$ cat config.mk
export PLATFORM = sky130hd
export DESIGN_NAME = sdram_arb
export DESIGN_NICKNAME = d
export VERILOG_FILES = /design/src/rtl/sdram_arb.sv
export SDC_FILE = /design/constraint.sdc
export NUM_CORES = 1
export LEC_CHECK = 0
export BUFFER_PORTS_ARGS = -buffer_cell sky130_fd_sc_hd__buf_2
export CAP_MARGIN = 20
export CORE_ASPECT_RATIO = 1.5
export CORE_MARGIN = 3
export CORE_UTILIZATION = 50
export DETAILED_ROUTE_END_ITERATION = 8
export PLACE_DENSITY_LB_ADDON = 0.08
export REMOVE_ABC_BUFFERS = 1
export SETUP_SLACK_MARGIN = 0.1
export SYNTH_ARGS = -nofsm -noshare
export SYNTH_HDL_FRONTEND = slang
export SYNTH_SLANG_ARGS = --single-unit
$ cat constraint.sdc
create_clock -name clk -period 3 [get_ports clk]
set_input_delay 0.3 -clock clk [delete_from_list [all_inputs] [get_ports clk]]
set_output_delay 0.3 -clock clk [all_outputs]
set_load 0.02 [all_outputs]
$ cat src/rtl/sdram_arb.sv
// sdram_arb: single-port arbiter between a user request stream and a periodic
// refresh generator in front of an SDRAM controller. Refresh always wins; user
// requests are accepted only when no refresh is owed.
// Optional build macro: SDRAM_ARB_STATS_EN adds stat_rd/stat_wr/stat_ref
// command counters.
module sdram_arb #(
    parameter int FREQ           = 54_000_000,
    parameter int REFRESH_CYCLES = FREQ / 1_000_000 * 15,
    parameter int DEBT_MAX       = 7
) (
    input  logic        clk,
    input  logic        resetn,
    input  logic        req_valid,
    output logic        req_ready,
    input  logic        req_we,
    input  logic [24:0] req_addr,
    input  logic [15:0] req_wdata,
    output logic        rsp_valid,
    output logic [15:0] rsp_rdata,
    output logic        mem_rd,
    output logic        mem_wr,
    output logic        mem_refresh,
    output logic [24:0] mem_addr,
    output logic [15:0] mem_din,
    input  logic [15:0] mem_dout,
    input  logic        mem_data_ready,
    input  logic        mem_busy
`ifdef SDRAM_ARB_STATS_EN
    ,
    output logic [15:0] stat_rd,
    output logic [15:0] stat_wr,
    output logic [15:0] stat_ref
`endif
);

    localparam logic [15:0] TICK_AT  = 16'(REFRESH_CYCLES - 1);
    localparam logic [2:0]  DEBT_LIM = 3'(DEBT_MAX);

    typedef enum logic [1:0] {IDLE, CMD, WAIT} state_t;

    state_t      state, state_nxt;
    logic [15:0] timer;
    logic [2:0]  debt;
    logic        tick;
    logic        issue_ref;
    logic        accept;
    logic        rd_nxt, wr_nxt, ref_nxt;

    assign tick      = (timer == TICK_AT);
    assign issue_ref = (state == IDLE) & ~mem_busy & (debt != 3'd0);
    // Gated by resetn so ready stays low while reset is held even with an idle controller.
    assign req_ready = resetn & (state == IDLE) & ~mem_busy & (debt == 3'd0);
    assign accept    = req_valid & req_ready;

    // Free-running refresh interval timer.
    always_ff @(posedge clk or negedge resetn) begin
        if (!resetn)   timer <= '0;
        else if (tick) timer <= '0;
        else           timer <= timer + 16'd1;
    end

    // Owed-refresh counter: a tick and an issue in the same cycle cancel.
    always_ff @(posedge clk or negedge resetn) begin
        if (!resetn) begin
            debt <= '0;
        end else if (tick && !issue_ref) begin
            if (debt != DEBT_LIM) debt <= debt + 3'd1;
        end else if (!tick && issue_ref) begin
            debt <= debt - 3'd1;
        end
    end

    // Next-state and command decode; refresh takes priority over user requests.
    always_comb begin
        state_nxt = state;
        rd_nxt    = 1'b0;
        wr_nxt    = 1'b0;
        ref_nxt   = 1'b0;
        case (state)
            IDLE: begin
                if (issue_ref) begin
                    ref_nxt   = 1'b1;
                    state_nxt = CMD;
                end else if (accept) begin
                    rd_nxt    = ~req_we;
                    wr_nxt    = req_we;
                    state_nxt = CMD;
                end
            end
            CMD:     state_nxt = WAIT;
            WAIT:    if (!mem_busy) state_nxt = IDLE;
            default: state_nxt = IDLE;
        endcase
    end

    // State register and registered one-cycle command pulses.
    always_ff @(posedge clk or negedge resetn) begin
        if (!resetn) begin
            state       <= IDLE;
            mem_rd      <= 1'b0;
            mem_wr      <= 1'b0;
            mem_refresh <= 1'b0;
        end else begin
            state       <= state_nxt;
            mem_rd      <= rd_nxt;
            mem_wr      <= wr_nxt;
            mem_refresh <= ref_nxt;
        end
    end

    // Address/data latched on acceptance and held until the next accepted request.
    always_ff @(posedge clk or negedge resetn) begin
        if (!resetn) begin
            mem_addr <= '0;
            mem_din  <= '0;
        end else if (accept) begin
            mem_addr <= req_addr;
            mem_din  <= req_wdata;
        end
    end

    // Read data capture; rsp_valid trails mem_data_ready by one cycle.
    always_ff @(posedge clk or negedge resetn) begin
        if (!resetn) begin
            rsp_valid <= 1'b0;
            rsp_rdata <= '0;
        end else begin
            rsp_valid <= mem_data_ready;
            if (mem_data_ready) rsp_rdata <= mem_dout;
        end
    end

`ifdef SDRAM_ARB_STATS_EN
    // Wrapping counters of issued commands.
    always_ff @(posedge clk or negedge resetn) begin
        if (!resetn) begin
            stat_rd  <= '0;
            stat_wr  <= '0;
            stat_ref <= '0;
        end else begin
            if (mem_rd)      stat_rd  <= stat_rd + 16'd1;
            if (mem_wr)      stat_wr  <= stat_wr + 16'd1;
            if (mem_refresh) stat_ref <= stat_ref + 16'd1;
        end
    end
`endif

endmodule

==> impl_metrics.toml, run 1 <==
[status]
status = "completed"

[timing]
finalCritPeriodShare_pct = 79.97
max-slew-margin-rel_pct = 60.59
clock.fmax_mhz = 416.8
post-route-min-period_ns = 2.399
timing.final.setup_violations = 0
tightest_pin_transition_ns = 0.5912
fin_worst_skew_ns = 0.01217
rsz_0062_raised_after_global_routing = "false"
setup_total_negative_slack_ns = 0
slew_viol_final = 0
timing_hold_violations_final = 0

[detailed_routing]
detailedRoute.firstPassIterationCount = 4
drcViolationCount = 0
route.final.wire_length_mm = 7.150
detail_route.iter0.violations = 152
route.detailed.vias_per_inst = 5.203
wire_per_inst_um = 15.75
vias = 2362
ant_nets = 0

[clocking]
cts.reportedPaths.clkPinSlew_ns = 0.08
cts_buffer_depth = 2
maximum_level_of_the_cts_h_tree = 3
holdBufCountCts = 0
numCtsBuffers = 9
cts_root_buf = "sky130_fd_sc_hd__clkbuf_8"
tritoncts = "yes"
cts_setup_buffers = 0
clkSinkCount = 82
worst_skew_pair.late_latency_ns = 0.34
post_cts_resized = 0

[setup_path]
cp-end-kind = "flop"
critical-path-max-stage-delay_ns = 0.46
cp_data_arrival_time_ns = 2.64
type_of_the_setup_path_with_the_least_slack = "flop to flop"
cpMaxStageDelayCell = "sky130_fd_sc_hd__fa_1"
cp_max_fo = 5
critPathBufInv = 1
cp_data_required_time_ns = 3.24
critPathTopFamily = "simple AND/OR/NAND/NOR gates"
crit_path_start_kind = "flop"
worstPathCellList = "inv_1 > ha_1 > nor4bb_1 > and4_1 > o21ai_0 > fa_1 > nor3_1 > a311oi_1 > a211oi_1"

[logic_synthesis]
postSynthAreaPerCell_um2 = 14.48
yosysSeqAreaShare_pct = 57.38
ys_ff_latch = 82
synthArstFlopShare_pct = 100.0
ys.flop_type = "sky130_fd_sc_hd__dfrtp_1"
netlist_area_um2 = 3576
ys.warnings.count = 0
synth_enable_flop_cells = 0
synthCells = 247
synth_cell_types = 39

[grt]
antenna_found_initial = 0
globalRouteOverflowTotal = 0
grt_pass1_vias = 2381
grt_max_degree = 49
global_route_wire_length_before_repair_mm = 11.27
grt_use_total_pct = 17.86

[floorplan]
design.die.area_um2 = 8224
rows = 37
num_io_pins = 125
start_util_pct = 51.84
die_extent_in_y_um = 109.6
core_um2 = 6898
chipWidth_um = 75.05

[power_and_ir_drop]
power_density_nw_per_um2 = 631.7
p_switching_mw = 0.8415
peakVddDrop_mv = 0.3314
power_frac_comb_pct = 26.7
swShare_pct = 30.59
power.clock.fraction_pct = 24.3
leakage_nw = 2.217
p_int_mw = 1.909
seq_power_share_pct = 49.0

[finish]
layout.cells.most_common = "sky130_fd_sc_hd__buf_2"
final_core_utilization_pct = 63.12
insertedDiodeCount = 0
area_delta_synth_final_pct = 21.76
highest_count_cells_in_the_layout_ignoring_fill_and_taps = "123 x sky130_fd_sc_hd__buf_2, 82 x sky130_fd_sc_hd__dfrtp_1, 38 x sky130_fd_sc_hd__mux2_4, 19 x sky130_fd_sc_hd__mux2_2, 17 x sky130_fd_sc_hd__nor2_1"
final_net_count = 438
final_layout_size_suffix_gt1_share_pct = 53.99

[placed_design]
port_buffers = 124
gp_routability_congestion = 0.7558
detailed_place_hpwl_mm = 5.213

[run]
max_cap_violations = 0

[worst_hold_path]
hold_class = "input port to async pin"
## worst paths after layout
kind,startpoint,end,slack [ns],cells after the start
setup reg to reg,timer[1]$_DFF_PN0_,debt[2]$_DFFE_PN0P_,0.60,9
min in group clk,req_we,mem_rd$_DFF_PN0_,0.12,2
hold reg to reg,timer[15]$_DFF_PN0_,timer[15]$_DFF_PN0_,0.48,1
max in group asynchronous,resetn,mem_addr[22]$_DFFE_PN0P_,2.01,3
hold / removal,resetn,timer[4]$_DFF_PN0_,0.05,2
setup / recovery,timer[1]$_DFF_PN0_,debt[2]$_DFFE_PN0P_,0.60,9
## area by class of cell
| type | count | area (um^2) |
|---|---|---|
| multi-input cells | 148 | 1384 |
| repair buffers | 127 | 645.6 |
| flip-flops and latches | 82 | 2052 |
| inverters | 4 | 15.01 |
| fillers | 563 | 2544 |
| clock inverters | 5 | 32.53 |
| clock buffers | 10 | 127.6 |
| well taps | 78 | 97.59 |
## sequential cells by signal (all words and copies together) (netlist names)
name	cells
timer	16
rsp_rdata	16
debt	3
mem_din	16
mem_addr	25
mem_refresh	1
mem_wr	1
rsp_valid	1
mem_rd	1
state	2
## power groups by stage
stage	combinational [mW]	clock (mW)	sequential, mW
2_1_floorplan	0.251	0	1.58
3_3_place_gp	0.738	0	1.36
3_5_place_dp	0.741	0	1.37
4_1_cts	0.746	0.700	1.35
5_1_grt	0.788	0.746	1.37
6_report	0.734	0.669	1.35
## layer usage
metal | track usage [%] | share of wire, % | wire length (um) | up-vias
li1 | - | - | - | 1116
met1 | 22.11 | 42 | 2991 | 1158
met2 | 29.49 | 50 | 3595 | 77
met3 | 4.666 | 5.9 | 425 | 11
met4 | 6.743 | 1.9 | 138 | 0
met5 | 0 | 0 | 0 | -
## logic make-up after synthesis
| kind of cell | share of synthesized area (%) |
|---|---|
| xor gates and xnor gates | 2.939 |
| AOI/OAI and AO/OA | 3.499 |
| DFF | 57.38 |
| muxes | 21.94 |
| buffers and inverters | 3.918 |
| adders and majority gates | 1.260 |
| and+or+nand+nor | 9.062 |
## cell usage after synthesis, types with 2 or more instances
library cell | n | area [um^2]
sky130_fd_sc_hd__dfrtp_1 | 82 | 2052
sky130_fd_sc_hd__mux2_4 | 38 | 570.6
sky130_fd_sc_hd__mux2_2 | 19 | 214.0
sky130_fd_sc_hd__nor2_1 | 17 | 63.81
sky130_fd_sc_hd__o21ai_0 | 11 | 55.05
sky130_fd_sc_hd__nand3_1 | 10 | 50.05
sky130_fd_sc_hd__xnor2_1 | 8 | 70.07
sky130_fd_sc_hd__nand2_1 | 7 | 26.28
sky130_fd_sc_hd__clkbuf_1 | 4 | 15.01
sky130_fd_sc_hd__inv_1 | 4 | 15.01
sky130_fd_sc_hd__nand4_1 | 4 | 25.02
sky130_fd_sc_hd__xor2_1 | 4 | 35.03
sky130_fd_sc_hd__buf_12 | 3 | 60.06
sky130_fd_sc_hd__nor3_1 | 3 | 15.01
sky130_fd_sc_hd__a311oi_1 | 2 | 17.52
sky130_fd_sc_hd__and3_1 | 2 | 12.51
sky130_fd_sc_hd__and4_1 | 2 | 17.52
sky130_fd_sc_hd__buf_4 | 2 | 15.01
sky130_fd_sc_hd__ha_1 | 2 | 25.02
sky130_fd_sc_hd__nand3b_1 | 2 | 15.01
sky130_fd_sc_hd__nor4bb_1 | 2 | 20.02
sky130_fd_sc_hd__or3_1 | 2 | 12.51
## through the flow
stage / cell area [um^2] / hold WS (ns) / cells / worst slack (ns) / power, mW
3_5_place_dp: 4194 / 0.4200 / 439 / 0.5950 / 2.112
6_report: 4354 / 0.04676 / 454 / 0.6008 / 2.751
3_3_place_gp: 4194 / 0.4196 / 439 / 0.6656 / 2.098
4_1_cts: 4354 / 0.04752 / 454 / 0.5860 / 2.795
2_1_floorplan: 3451 / 0.004409 / 234 / 0.3918 / 1.827
5_1_grt: 4354 / 0.06608 / 454 / 0.2816 / 2.905
(Power assumes the default switching activity.)
==> run 2: changes to the inputs <==
- clock period: 3 -> 2.3 ns (I/O delays scaled with it)
==> run 2 against run 1 <==
Via count grew 2.5%. Clock power grew 36%. Combinational power grew 31%. Worst hold slack lost 0.0081 ns. Maximum frequency grew 11%. Critical endpoint is now debt[1]$_DFFE_PN0P_. Largest power group unchanged.
==> impl_metrics.toml, run 2 (synthesis gave the netlist of run 1 again) <==
[grt]
grt_pass1_vias = 2395
global_route_wire_length_before_repair_mm = 11.26
globalRouteOverflowTotal = 0
antenna_found_initial = 0
grt_use_total_pct = 18.71
grt_max_degree = 48

[setup_path]
critPathTopFamily = "simple AND/OR/NAND/NOR gates"
cp-end-kind = "flop"
crit-reg2reg-launch = "state[1]$_DFFE_PN0P_"
reg2reg_depth = 7
cpMaxStageDelayCell = "sky130_fd_sc_hd__fa_2"
worstPathCellList = "or3_1 > o21ai_2 > fa_2 > nand3_2 > o21ai_0 > a311oi_1 > nand3_1"
cp_max_fo = 4
reg2reg_setup_slack_ns = 0.14
critPathBufInv = 0
timing.critical_path.depth = 7
cp_data_required_time_ns = 2.53
timing.critical_path.to = "debt[1]$_DFFE_PN0P_"
cp_data_arrival_time_ns = 2.39
crit_path_start_kind = "flop"
type_of_the_setup_path_with_the_least_slack = "flop to flop"
crit_path_start = "state[1]$_DFFE_PN0P_"
critical_r2r_capture = "debt[1]$_DFFE_PN0P_"
critical-path-max-stage-delay_ns = 0.48

[clocking]
cts.reportedPaths.clkPinSlew_ns = 0.08
worst_skew_pair.late_latency_ns = 0.35
cts_root_buf = "sky130_fd_sc_hd__clkbuf_8"
numCtsBuffers = 9
cts_buffer_depth = 2
clkSinkCount = 82
maximum_level_of_the_cts_h_tree = 3
tritoncts = "yes"

[detailed_routing]
route.detailed.vias_per_inst = 5.195
route.final.wire_length_mm = 7.447
wire_per_inst_um = 15.98
ant_nets = 0
drcViolationCount = 0
detailedRoute.firstPassIterationCount = 4
detail_route.iter0.violations = 93
vias = 2421

[worst_hold_path]
hold_class = "input port to flop"

[placed_design]
detailed_place_hpwl_mm = 5.400
post_dp_cell_area_um2 = 4262
gp_routability_congestion = 0.7677
dp_slack_ns = -0.02320
dp.cells = 448
port_buffers = 124

[run]
max_cap_violations = 0

[power_and_ir_drop]
p_int_mw = 2.525
seq_power_share_pct = 48.4
peakVddDrop_mv = 0.4830
power_frac_comb_pct = 26.5
leakage_nw = 2.275
p_switching_mw = 1.108
power.clock.fraction_pct = 25.1
power_density_nw_per_um2 = 809.9
swShare_pct = 30.49
post-layout-total-power_mw = 3.633

[finish]
area_delta_synth_final_pct = 25.44
highest_count_cells_in_the_layout_ignoring_fill_and_taps = "123 x sky130_fd_sc_hd__buf_2, 82 x sky130_fd_sc_hd__dfrtp_1, 38 x sky130_fd_sc_hd__mux2_4, 19 x sky130_fd_sc_hd__mux2_2, 17 x sky130_fd_sc_hd__nor2_1"
largest_register_ff_count = 25
insertedDiodeCount = 0
reg_with_most_ffs = "mem_addr"
final_core_utilization_pct = 65.03
fill_cells = 571
final-instance-count-excl-fill = 466
finish.instance_area_um2 = 4486
final_layout_size_suffix_gt1_share_pct = 56.96
final_net_count = 449
layout.cells.most_common = "sky130_fd_sc_hd__buf_2"

[timing]
timing.final.ws_setup_ns = 0.1432
post-route-min-period_ns = 2.157
setup_total_negative_slack_ns = 0
fin_worst_skew_ns = 0.007795
rsz_0062_raised_after_global_routing = "true"
finalCritPeriodShare_pct = 93.77
timing.hold.ws_ns = 0.03869
timing_hold_violations_final = 0
slew_viol_final = 0
timing.final.setup_violations = 0
clock.fmax_mhz = 463.7
tightest_pin_transition_ns = 0.5854
max-slew-margin-rel_pct = 60.97

[floorplan]
num_io_pins = 125
die_extent_in_y_um = 109.6
start_util_pct = 51.84
chipWidth_um = 75.05
design.die.area_um2 = 8224
rows = 37
core_um2 = 6898

[status]
status = "completed"
==> run 2: cell types whose count changed in the layout (fill, tap and decap cells not counted), moves of 2 or more <==
| cell | before | now |
|---|---|---|
| sky130_fd_sc_hd__clkinvlp_4 | 0 | 2 |
| sky130_fd_sc_hd__buf_4 | 4 | 14 |
| sky130_fd_sc_hd__nor4bb_2 | 0 | 2 |
| sky130_fd_sc_hd__nor4bb_1 | 2 | 0 |
| sky130_fd_sc_hd__clkinv_4 | 2 | 0 |
==> run 2: what timing repair did <==
action,4_1_cts,5_1_grt
hold buffers,1,0
gates resized for setup,6,2
setup endpoints to repair,2,2
buffers inserted,1,0
gates cloned,0,0
endpoints found under the hold margin,35,0
pin swaps,5,6
==> run 2: worst register-to-register path: cells and delay by family, from the launching register on <==
| kind | cells | cell delay, ns |
|---|---|---|
| AOI/OAI and AO/OA | 3 | 0.51 |
| adders and majority gates | 1 | 0.48 |
| and+or+nand+nor | 3 | 0.62 |
| DFF | 1 | 0.43 |
==> run 2: metal layers <==
metal  vias to the layer above  track usage, %  part of all wire (%)
li1                       1143               -                     -
met1                      1183           21.93                    40
met2                        81           30.92                    52
met3                        14           3.934                   5.1
met4                         0           10.94                   2.6
met5                         -               0                     0
==> run 2: power groups by stage <==
stage                     registers, mW  clock network (mW)  logic [mW]
after global placement             1.77                   0       0.964
final                              1.76               0.912       0.962
after detailed placement           1.79                   0       0.965
after floorplan                    2.06                   0       0.327
after CTS                          1.76               0.943       0.974
after global routing               1.79                1.01        1.03
==> run 2: final cells by class <==
class,count,area [um^2],area share [%]
tap,78,97.59,2.176
clock inverter,5,30.03,0.6695
inverter,4,15.01,0.3347
multi-input combinational,148,1419,31.63
sequential,82,2052,45.75
timing repair buffer,138,730.7,16.29
clock buffer,11,141.4,3.152
==> run 2: how the worst min path moves through the flow <==
stage                                          end  cells after the start  startpoint  slack [ns]
after floorplan                debt[0]$_DFFE_PN0P_                      0      resetn       -0.07
after global placement    rsp_rdata[5]$_DFFE_PN0P_                      2      resetn        0.33
after detailed placement  rsp_rdata[8]$_DFFE_PN0P_                      2      resetn        0.33
after CTS                         mem_rd$_DFF_PN0_                      2      req_we        0.02
after global routing              mem_rd$_DFF_PN0_                      2      req_we        0.02
final                             mem_rd$_DFF_PN0_                      2      req_we        0.04
